==> config.mk <==
export PLATFORM = sky130hd
export DESIGN_NAME = ram_arbiter
export DESIGN_NICKNAME = d
export VERILOG_FILES = /design/src/rtl/ram_arbiter_pkg.sv /design/src/rtl/ram_arbiter_starve_ctr.sv /design/src/rtl/ram_arbiter.sv
export SDC_FILE = /design/constraint.sdc
export NUM_CORES = 1
export LEC_CHECK = 0
export BUFFER_PORTS_ARGS = -buffer_cell sky130_fd_sc_hd__buf_2
export CAP_MARGIN = 5
export CORE_AREA = 2 2 107 109
export CTS_BUF_LIST = sky130_fd_sc_hd__clkbuf_16
export DETAILED_ROUTE_END_ITERATION = 10
export DIE_AREA = 0 0 109 111
export GPL_TIMING_DRIVEN = 0
export PLACE_DENSITY = 0.42
export SYNTH_ARGS = -nofsm -noshare
export SYNTH_HDL_FRONTEND = slang
export SYNTH_SLANG_ARGS = --single-unit
export TNS_END_PERCENT = 50
==> constraint.sdc <==
create_clock -name clk -period 1.8 [get_ports clk]
set_input_delay 0.18 -clock clk [delete_from_list [all_inputs] [get_ports clk]]
set_output_delay 0.18 -clock clk [all_outputs]
set_load 0.01 [all_outputs]
==> src/rtl/ram_arbiter_pkg.sv <==
// ram_arbiter_pkg: shared definitions for the RAM arbiter.
//   - response-owner encodings (who receives the read data returning next cycle)
//   - memory data and address bus widths
//   - ZeroWord constant
package ram_arbiter_pkg;

  localparam int MemBus     = 32;
  localparam int MemAddrBus = 32;

  localparam logic [MemBus-1:0] ZeroWord = '0;

  typedef enum logic [1:0] {
    RSP_NONE = 2'd0,
    RSP_IF   = 2'd1,
    RSP_LS   = 2'd2
  } rsp_e;

endpackage

==> src/rtl/ram_arbiter_starve_ctr.sv <==
// arb_starve_ctr: starvation guard for the fetch port.
// Counts consecutive load/store grants while fetch is waiting and raises
// force_if_o once STARVE_MAX such grants have been given.
// Ports:
//   clk, rstn     - clock, async active-low reset
//   if_req_i      - fetch request
//   if_gnt_i      - fetch granted this cycle
//   ls_gnt_i      - load/store granted this cycle
//   force_if_o    - grant fetch this cycle regardless of load/store
module arb_starve_ctr #(
  parameter int STARVE_MAX = 4
) (
  input  logic clk,
  input  logic rstn,
  input  logic if_req_i,
  input  logic if_gnt_i,
  input  logic ls_gnt_i,
  output logic force_if_o
);

  localparam logic [3:0] CntMax = 4'(STARVE_MAX);

  logic [3:0] cnt_q, cnt_d;

  always_comb begin
    cnt_d = cnt_q;
    if (if_gnt_i || !if_req_i) begin
      cnt_d = 4'd0;
    end else if (ls_gnt_i && (cnt_q != CntMax)) begin
      cnt_d = cnt_q + 4'd1;
    end
  end

  always_ff @(posedge clk or negedge rstn) begin
    if (!rstn) begin
      cnt_q <= 4'd0;
    end else begin
      cnt_q <= cnt_d;
    end
  end

  // Depends only on registered count and the request, so no combinational
  // loop through the grant logic.
  assign force_if_o = if_req_i && (cnt_q == CntMax);

endmodule

==> src/rtl/ram_arbiter.sv <==
// ram_arbiter: shares one synchronous single-port RAM between the fetch port
// and the load/store port. Load/store has fixed priority; read data returns
// one cycle after grant to the port recorded in the response FSM.
// Ports:
//   clk, rstn                       - clock, async active-low reset
//   if_req_i/if_addr_i              - fetch request and byte address
//   if_gnt_o/if_rvalid_o/if_rdata_o - fetch grant and read response
//   hold_if_o                       - fetch requested but not granted
//   ls_req_i/ls_we_i/ls_wmask_i/ls_addr_i/ls_wdata_i - load/store request
//   ls_gnt_o/ls_rvalid_o/ls_rdata_o - load/store grant and load response
//   hold_ls_o                       - load/store requested but not granted
//   ram_*                           - RAM access port
// Build option: define ARB_STARVE_GUARD_EN to force a fetch grant after
// STARVE_MAX consecutive load/store grants with fetch pending.
//
// Response FSM:
//   state    | meaning
//   RSP_NONE | no read data due this cycle
//   RSP_IF   | RAM read data belongs to fetch
//   RSP_LS   | RAM read data belongs to a load
module ram_arbiter
  import ram_arbiter_pkg::*;
#(
  parameter int STARVE_MAX = 4
) (
  input  logic        clk,
  input  logic        rstn,
  input  logic        if_req_i,
  input  logic [31:0] if_addr_i,
  output logic        if_gnt_o,
  output logic        if_rvalid_o,
  output logic [31:0] if_rdata_o,
  output logic        hold_if_o,
  input  logic        ls_req_i,
  input  logic        ls_we_i,
  input  logic [3:0]  ls_wmask_i,
  input  logic [31:0] ls_addr_i,
  input  logic [31:0] ls_wdata_i,
  output logic        ls_gnt_o,
  output logic        ls_rvalid_o,
  output logic [31:0] ls_rdata_o,
  output logic        hold_ls_o,
  output logic        ram_ce_o,
  output logic        ram_we_o,
  output logic [3:0]  ram_wmask_o,
  output logic [31:0] ram_addr_o,
  output logic [31:0] ram_wdata_o,
  input  logic [31:0] ram_rdata_i
);

  rsp_e rsp_q, rsp_d;
  logic force_if;

`ifdef ARB_STARVE_GUARD_EN
  arb_starve_ctr #(
    .STARVE_MAX (STARVE_MAX)
  ) u_starve_ctr (
    .clk        (clk),
    .rstn       (rstn),
    .if_req_i   (if_req_i),
    .if_gnt_i   (if_gnt_o),
    .ls_gnt_i   (ls_gnt_o),
    .force_if_o (force_if)
  );
`else
  assign force_if = 1'b0;
`endif

  // Grants and RAM drive
  always_comb begin
    ls_gnt_o    = ls_req_i && !force_if;
    if_gnt_o    = if_req_i && (!ls_req_i || force_if);
    hold_if_o   = if_req_i && !if_gnt_o;
    hold_ls_o   = ls_req_i && !ls_gnt_o;

    ram_ce_o    = 1'b0;
    ram_we_o    = 1'b0;
    ram_wmask_o = 4'd0;
    ram_addr_o  = '0;
    ram_wdata_o = ZeroWord;
    if (if_gnt_o) begin
      ram_ce_o   = 1'b1;
      ram_addr_o = if_addr_i;
    end else if (ls_gnt_o) begin
      ram_ce_o    = 1'b1;
      ram_we_o    = ls_we_i;
      ram_wmask_o = ls_we_i ? ls_wmask_i : 4'd0;
      ram_addr_o  = ls_addr_i;
      ram_wdata_o = ls_wdata_i;
    end
  end

  // Response owner for next cycle; stores return nothing.
  always_comb begin
    rsp_d = RSP_NONE;
    if (if_gnt_o) begin
      rsp_d = RSP_IF;
    end else if (ls_gnt_o && !ls_we_i) begin
      rsp_d = RSP_LS;
    end
  end

  always_ff @(posedge clk or negedge rstn) begin
    if (!rstn) begin
      rsp_q <= RSP_NONE;
    end else begin
      rsp_q <= rsp_d;
    end
  end

  always_comb begin
    if_rvalid_o = (rsp_q == RSP_IF);
    ls_rvalid_o = (rsp_q == RSP_LS);
    if_rdata_o  = if_rvalid_o ? ram_rdata_i : ZeroWord;
    ls_rdata_o  = ls_rvalid_o ? ram_rdata_i : ZeroWord;
  end

endmodule

==> metrics.txt, run 1 <==
# TYPE chip_impl_metric gauge
chip_impl_metric{name="fin_ws",unit="ps"} 86.7
chip_impl_metric{name="die_area",unit="um^2"} 12100
chip_impl_metric{name="core_region_area",unit="um^2"} 11100
chip_impl_metric{name="first_global_vias",unit=""} 2189
chip_impl_metric{name="number_of_antenna_violations_at_the_first_check_in_global_routing",unit=""} 1
chip_impl_info{name="synth_area_leaders",value="and2_1 (54%), a22o_1 (25%), dfrtp_1 (4.4%)"} 1
chip_impl_metric{name="grt.total_usage",unit="%"} 11.8
chip_impl_metric{name="count_of_flip_flops_with_a_built_in_enable_after_synthesis",unit=""} 0
chip_impl_info{name="timing.hold.worst.start",value="ls_we_i"} 1
chip_impl_info{name="critical-path-slowest-cell",value="dfrtp_1"} 1
chip_impl_metric{name="diodes",unit=""} 0
chip_impl_metric{name="vdd_ir_drop_max",unit="mV"} 0.224
chip_impl_metric{name="number_of_buffers_created_by_cts",unit=""} 3
chip_impl_metric{name="slowest_delay",unit="ps"} 350
chip_impl_metric{name="crit_path_max_fanout",unit=""} 10
chip_impl_metric{name="ant_nets",unit=""} 0
chip_impl_metric{name="pleak",unit="nW"} 1.79
chip_impl_metric{name="detailed_router_s_first_iteration_violation_count",unit=""} 51
chip_impl_metric{name="place.detailed.hpwl",unit="um"} 7170
chip_impl_metric{name="avgSynthCellArea",unit="um^2"} 6.97
chip_impl_info{name="crit_path_cell_trace",value="and2b_1 > clkbuf_1 > and2_1 > buf_2"} 1
chip_impl_metric{name="synthArstFlopShare",unit="%"} 100
chip_impl_metric{name="clock-sinks",unit=""} 2
chip_impl_info{name="reg.largest.list",value="rsp_q (2)"} 1
chip_impl_metric{name="cp.required",unit="ps"} 1620
chip_impl_metric{name="dr_wl_met2",unit="um"} 3990
chip_impl_metric{name="timing.setup.tns",unit="ps"} 0
chip_impl_metric{name="worst_hold_margin",unit="ps"} 173
chip_impl_metric{name="die_x",unit="um"} 109
chip_impl_metric{name="grt_first_pass_wirelength",unit="um"} 11200
chip_impl_info{name="crit_path_start_kind",value="flip-flop"} 1
chip_impl_metric{name="met1Wirelength",unit="um"} 2980
chip_impl_metric{name="worstPathBufferInverterCount",unit=""} 2
chip_impl_metric{name="fmax",unit="MHz"} 584
chip_impl_metric{name="start_util",unit="%"} 10.2
chip_impl_metric{name="timing.final.crit_share",unit="%"} 95.2
chip_impl_metric{name="die-height",unit="um"} 111
chip_impl_metric{name="final_layout_size_suffix_gt1_share",unit="%"} 66.4
chip_impl_metric{name="slew-limit-headroom",unit="%"} 53.6
chip_impl_info{name="cts_tree",value="built"} 1
chip_impl_info{name="worstSetupEndpointType",value="primary output"} 1
chip_impl_metric{name="gpl.final_weighted_congestion",unit=""} 0.819
chip_impl_metric{name="tightest_slew",unit="ps"} 695
chip_impl_info{name="clk_root_buffer_cell",value="clkbuf_16"} 1
chip_impl_metric{name="floorplan.rows",unit=""} 39
chip_impl_metric{name="multi_input_comb_area",unit="um^2"} 958
chip_impl_info{name="ys_dominant_reg_cell",value="dfrtp_1"} 1
chip_impl_metric{name="timing.final.hold_violations",unit=""} 0
chip_impl_metric{name="timing.final.max_slew_violations",unit=""} 0
chip_impl_metric{name="synth_sequential_area_ratio",unit="%"} 4.43
chip_impl_metric{name="drt-wirelength-per-cell",unit="um"} 13.4
chip_impl_info{name="highest-signal-layer",value="met5"} 1
chip_impl_metric{name="placement.cell_area",unit="um^2"} 2680
chip_impl_metric{name="ios",unit=""} 277
chip_impl_metric{name="drt_pass1_iterations",unit=""} 4
chip_impl_metric{name="setup_viol",unit=""} 0
chip_impl_metric{name="yosysUniqueCellTypes",unit=""} 13
chip_impl_info{name="worstSetupPathType",value="reg2out"} 1
chip_impl_info{name="post_synth_top_area_cell",value="and2_1"} 1
chip_impl_metric{name="area_delta_synth_final",unit="%"} 145
chip_impl_metric{name="fin_total_pwr",unit="uW"} 983
chip_impl_metric{name="grt_start_max_net_pins",unit=""} 12
chip_impl_metric{name="route.vias.total",unit=""} 2258
chip_impl_metric{name="post_synthesis_sequential_element_count",unit=""} 2
chip_impl_metric{name="synth.net_count",unit=""} 299
chip_impl_info{name="cpLargestDelayFamily",value="simple AND/OR/NAND/NOR gates"} 1
chip_impl_metric{name="drt_drc_violations_left",unit=""} 0
chip_impl_metric{name="seqCellArea",unit="um^2"} 50.0
chip_impl_metric{name="synth_top_area_share",unit="%"} 54.3
chip_impl_metric{name="wl_met3",unit="um"} 817
chip_impl_info{name="outcome",value="complete, no violations"} 1
chip_impl_metric{name="cap_viol_max_count",unit=""} 0
chip_impl_metric{name="route.final.wire_length",unit="um"} 7800
chip_impl_metric{name="dp_worst_setup_slack",unit="ps"} 196
chip_impl_info{name="rsz0062_at_grt",value="no"} 1
chip_impl_metric{name="final_period_minus_worst_setup_slack",unit="ps"} 1710
chip_impl_info{name="worstHoldPathType",value="in2reg"} 1
chip_impl_metric{name="design_area",unit="um^2"} 2770
chip_impl_info{name="top_register",value="rsp_q"} 1
chip_impl_metric{name="yosysWarnings",unit=""} 0
chip_impl_metric{name="synth.cell_area",unit="um^2"} 1130
chip_impl_metric{name="port_buffers",unit=""} 274
chip_impl_metric{name="post_synthesis_cell_count",unit=""} 162
chip_impl_info{name="yosysMostFrequentCell",value="and2_1"} 1
chip_impl_metric{name="cp.arrival",unit="ps"} 1530
chip_impl_metric{name="via_per_inst",unit=""} 3.87
chip_impl_metric{name="largest_reg_flops",unit=""} 2
chip_impl_metric{name="clk_path_buf_depth",unit=""} 2
chip_impl_metric{name="clk_transition_reported_paths",unit="ps"} 30
chip_impl_metric{name="design.final.nets",unit=""} 579
chip_impl_metric{name="power-per-cell-area",unit="nW/um^2"} 355
chip_impl_info{name="crit_path_start",value="rsp_q[1]$_DFF_PN0_"} 1
chip_impl_metric{name="layout.filler_cells",unit=""} 1230
chip_impl_metric{name="grt_remaining_overflow",unit=""} 0
chip_impl_metric{name="clock_tree.htree_level_count",unit=""} 1
chip_impl_metric{name="buffers_inserted_during_post_cts_setup_optimization",unit=""} 0
chip_impl_info{name="synth.top_cells.by_count",value="and2_1 (98), a22o_1 (32), clkbuf_1 (10)"} 1
placed cells by master, fill, tap and decap left out, types with 2 or more instances in the layout:
| cell | count |
|---|---|
| dfrtp_1 | 2 |
| and2b_1 | 2 |
| and2_1 | 98 |
| buf_2 | 277 |
| buf_6 | 4 |
| clkbuf_16 | 3 |
| a22o_1 | 32 |
| buf_4 | 3 |
| and3_1 | 4 |
| clkbuf_1 | 7 |
| clkbuf_2 | 3 |
cells by family after synthesis:
logic type / after synthesis / synth area share, %
AND/OR/NAND/NOR: 107 / 59.8
AO/OA/AOI/OAI: 32 / 24.8
buffers and inverters: 20 / 10.6
flip-flops: 2 / 4.43
other: 1 / 0.332
worst paths after layout:
path	cells after the start	to	slack, ps
worst max-delay path	4	if_rdata_o[2]	90
worst min-delay path	2	rsp_q[1]$_DFF_PN0_	170
max in group asynchronous	2	rsp_q[1]$_DFF_PN0_	1430
min in group asynchronous	2	rsp_q[0]$_DFF_PN0_	280
through the flow:
stage                     instances  utilization, %
after floorplan                 162               -
after global placement          579            24.2
after detailed placement        579            24.2
after CTS                       583            25.0
after global routing            583            25.0
final                           583            25.0
report_power, final:
group          internal, mW  switching (mW)
logic                 0.314           0.289
registers            0.0476        0.000825
clock network         0.283          0.0495
total                 0.644           0.339
layer usage:
metal / vias to the layer above / GRT usage [%]
met1: 998 / 13.7
met5: - / 0
met3: 2 / 2.12
met4: 2 / 1.28
met2: 164 / 22.6
li1: 1092 / -
layout make-up:
type	instances	area share (%)
plain buffers	20	4.48
clock buffers	3	2.71
multi-input cells	140	34.6
flip-flops and latches	2	1.81
repair buffers	275	49.9
well taps	143	6.46
repair_timing:
| action | 4_1_cts | 5_1_grt |
|---|---|---|
| setup endpoints to repair | 0 | 27 |
| endpoints found under the hold margin | 2 | 0 |
| hold buffers | 1 | 0 |
| resized for setup | 0 | 6 |
No activity file was read; power rests on OpenSTA's default activity.
==> run 2: changes to the inputs <==
==> constraint.sdc (replaced) <==
create_clock -name clk -period 2.11 [get_ports clk]
set_input_delay 0.211 -clock clk [delete_from_list [all_inputs] [get_ports clk]]
set_output_delay 0.211 -clock clk [all_outputs]
set_load 0.01 [all_outputs]
==> metrics.txt, run 2 (synthesis gave the netlist of run 1 again) <==
# TYPE chip_impl_metric gauge
chip_impl_metric{name="cp.arrival",unit="ps"} 1560
chip_impl_metric{name="timing.setup.tns",unit="ps"} 0
chip_impl_metric{name="design_area",unit="um^2"} 2760
chip_impl_metric{name="multi_input_comb_area",unit="um^2"} 958
chip_impl_metric{name="tightest_slew",unit="ps"} 696
chip_impl_metric{name="setup_viol",unit=""} 0
chip_impl_info{name="worstSetupPathType",value="reg2out"} 1
chip_impl_metric{name="placed_insts",unit=""} 579
chip_impl_metric{name="cp.required",unit="ps"} 1900
chip_impl_info{name="outcome",value="complete, no violations"} 1
chip_impl_metric{name="drt_pass1_iterations",unit=""} 4
chip_impl_metric{name="total_internal_power",unit="uW"} 549
chip_impl_info{name="timing.hold.worst.start",value="ls_we_i"} 1
chip_impl_metric{name="grt_util_met3",unit="%"} 2.12
chip_impl_info{name="clk_root_buffer_cell",value="clkbuf_16"} 1
chip_impl_info{name="mostFrequentLayoutCell",value="buf_2"} 1
chip_impl_info{name="final_cell_mix",value="buf_2 (277), and2_1 (98), a22o_1 (32)"} 1
chip_impl_metric{name="place.detailed.hpwl",unit="um"} 7170
chip_impl_metric{name="grt_use_met2",unit="%"} 22.6
chip_impl_metric{name="largest_reg_flops",unit=""} 2
chip_impl_info{name="reg.largest.list",value="rsp_q (2)"} 1
chip_impl_metric{name="vdd_ir_drop_max",unit="mV"} 0.191
chip_impl_metric{name="clock_power_share",unit="%"} 33.8
chip_impl_metric{name="clk_path_buf_depth",unit=""} 2
chip_impl_metric{name="final_period_minus_worst_setup_slack",unit="ps"} 1770
chip_impl_info{name="grt_busiest_layer",value="met2"} 1
chip_impl_info{name="crit_path_start_kind",value="flip-flop"} 1
chip_impl_metric{name="floorplan.rows",unit=""} 39
chip_impl_metric{name="seqCellArea",unit="um^2"} 50.0
chip_impl_metric{name="placement.cell_area",unit="um^2"} 2680
chip_impl_metric{name="timing.final.crit_share",unit="%"} 83.8
chip_impl_metric{name="first_global_vias",unit=""} 2189
chip_impl_metric{name="power.share.switching",unit="%"} 34.5
chip_impl_metric{name="diodes",unit=""} 0
chip_impl_metric{name="grt_use_met1",unit="%"} 13.7
chip_impl_metric{name="timing.final.max_slew_violations",unit=""} 0
chip_impl_metric{name="grt.total_usage",unit="%"} 11.8
chip_impl_metric{name="seq_power_share",unit="%"} 4.9
chip_impl_info{name="worstSetupEndpointType",value="primary output"} 1
chip_impl_metric{name="number_of_buffers_created_by_cts",unit=""} 3
chip_impl_metric{name="fmax",unit="MHz"} 566
chip_impl_metric{name="route.vias.total",unit=""} 2258
chip_impl_metric{name="power-per-cell-area",unit="nW/um^2"} 303
chip_impl_metric{name="final_core_utilization",unit="%"} 25.0
chip_impl_metric{name="crit_path_max_fanout",unit=""} 10
chip_impl_metric{name="grt_first_pass_wirelength",unit="um"} 11200
chip_impl_metric{name="area_delta_synth_final",unit="%"} 145
chip_impl_info{name="crit_path_start",value="rsp_q[1]$_DFF_PN0_"} 1
chip_impl_metric{name="final_layout_size_suffix_gt1_share",unit="%"} 65.7
chip_impl_metric{name="slew-limit-headroom",unit="%"} 53.6
chip_impl_info{name="worstHoldPathType",value="in2reg"} 1
chip_impl_metric{name="core_region_area",unit="um^2"} 11100
chip_impl_metric{name="ios",unit=""} 277
chip_impl_metric{name="buffers_inserted_during_post_cts_setup_optimization",unit=""} 0
chip_impl_info{name="rsz0062_at_grt",value="no"} 1
chip_impl_metric{name="grt_remaining_overflow",unit=""} 0
chip_impl_info{name="top_register",value="rsp_q"} 1
chip_impl_metric{name="gpl.final_weighted_congestion",unit=""} 0.819
chip_impl_metric{name="layout.filler_cells",unit=""} 1227
chip_impl_metric{name="finish.cell_count_without_fillers",unit=""} 583
chip_impl_metric{name="clk_transition_reported_paths",unit="ps"} 30
chip_impl_metric{name="timing.final.hold_violations",unit=""} 0
chip_impl_metric{name="clock-sinks",unit=""} 2
chip_impl_metric{name="number_of_antenna_violations_at_the_first_check_in_global_routing",unit=""} 1
chip_impl_metric{name="die_area",unit="um^2"} 12100
chip_impl_metric{name="route.final.wire_length",unit="um"} 7790
chip_impl_metric{name="via_per_inst",unit=""} 3.87
chip_impl_metric{name="grt_start_max_net_pins",unit=""} 12
chip_impl_metric{name="port_buffers",unit=""} 274
chip_impl_metric{name="cap_viol_max_count",unit=""} 0
chip_impl_metric{name="detailed_router_s_first_iteration_violation_count",unit=""} 50
chip_impl_metric{name="drt_drc_violations_left",unit=""} 0
chip_impl_metric{name="pleak",unit="nW"} 1.78
chip_impl_metric{name="net-switching-power",unit="uW"} 289
chip_impl_metric{name="start_util",unit="%"} 10.2
chip_impl_metric{name="die-height",unit="um"} 111
chip_impl_metric{name="drt-wirelength-per-cell",unit="um"} 13.4
chip_impl_metric{name="design.final.nets",unit=""} 579
chip_impl_info{name="cts_tree",value="built"} 1
chip_impl_metric{name="clock_tree.htree_level_count",unit=""} 1
chip_impl_metric{name="power_frac_comb",unit="%"} 61.3
chip_impl_metric{name="ant_nets",unit=""} 0
chip_impl_metric{name="die_x",unit="um"} 109
## run 2: changes by cell type in the layout (fill, tap and decap cells not counted)
| cell | delta |
|---|---|
| clkbuf_1 | +3 |
| clkbuf_2 | -3 |
## run 2: per-layer routing
metal / up-vias / wire length [um] / part of all wire, %
met5: - / 16 / 0.21
met4: 2 / 0 / 0
met3: 2 / 818 / 10
met2: 164 / 3990 / 51
met1: 998 / 2970 / 38
li1: 1092 / - / -
## run 2: area by class of cell
type                       instances  share of cell area (%)
multi-input combinational        140                    34.7
timing repair buffer             275                    50.0
clock buffer                       3                    2.72
sequential                         2                    1.81
tap                              143                    6.47
buffer                            20                    4.35
## run 2: power groups by stage
stage / logic, mW / registers [mW] / clock network [mW]
floorplan: 0.228 / 0.0415 / 0
global placement: 0.518 / 0.0417 / 0
detailed placement: 0.520 / 0.0417 / 0
CTS: 0.523 / 0.0414 / 0.288
global route: 0.566 / 0.0415 / 0.294
finish: 0.513 / 0.0413 / 0.283
## run 2: repair_timing
| action | in CTS | in global routing |
|---|---|---|
| hold buffers | 1 | 0 |
| gates resized for setup | 0 | 0 |
| endpoints found under the setup margin | 0 | 0 |
| hold endpoints to repair | 2 | 0 |
## run 2: final timing paths
| kind | endpoint | slack (ps) | cells after the start |
|---|---|---|---|
| max in group asynchronous | rsp_q[1]$_DFF_PN0_ | 1710 | 2 |
| min | rsp_q[1]$_DFF_PN0_ | 200 | 2 |
| max | if_rdata_o[13] | 340 | 4 |
| min in group asynchronous | rsp_q[0]$_DFF_PN0_ | 310 | 2 |
## run 2: through the flow
stage	hold slack (ps)	power, mW	setup WS [ps]
2_1_floorplan	-84.6	0.269	926
3_3_place_gp	-3.20	0.559	444
3_5_place_dp	-3.07	0.562	444
4_1_cts	203	0.852	316
5_1_grt	223	0.902	231
6_report	204	0.838	343
## run 2: worst max-delay path: stages, from the launching register on
cell	delay, ps
dfrtp_1	350
and2b_1	320
clkbuf_1	340
and2_1	190
buf_2	120
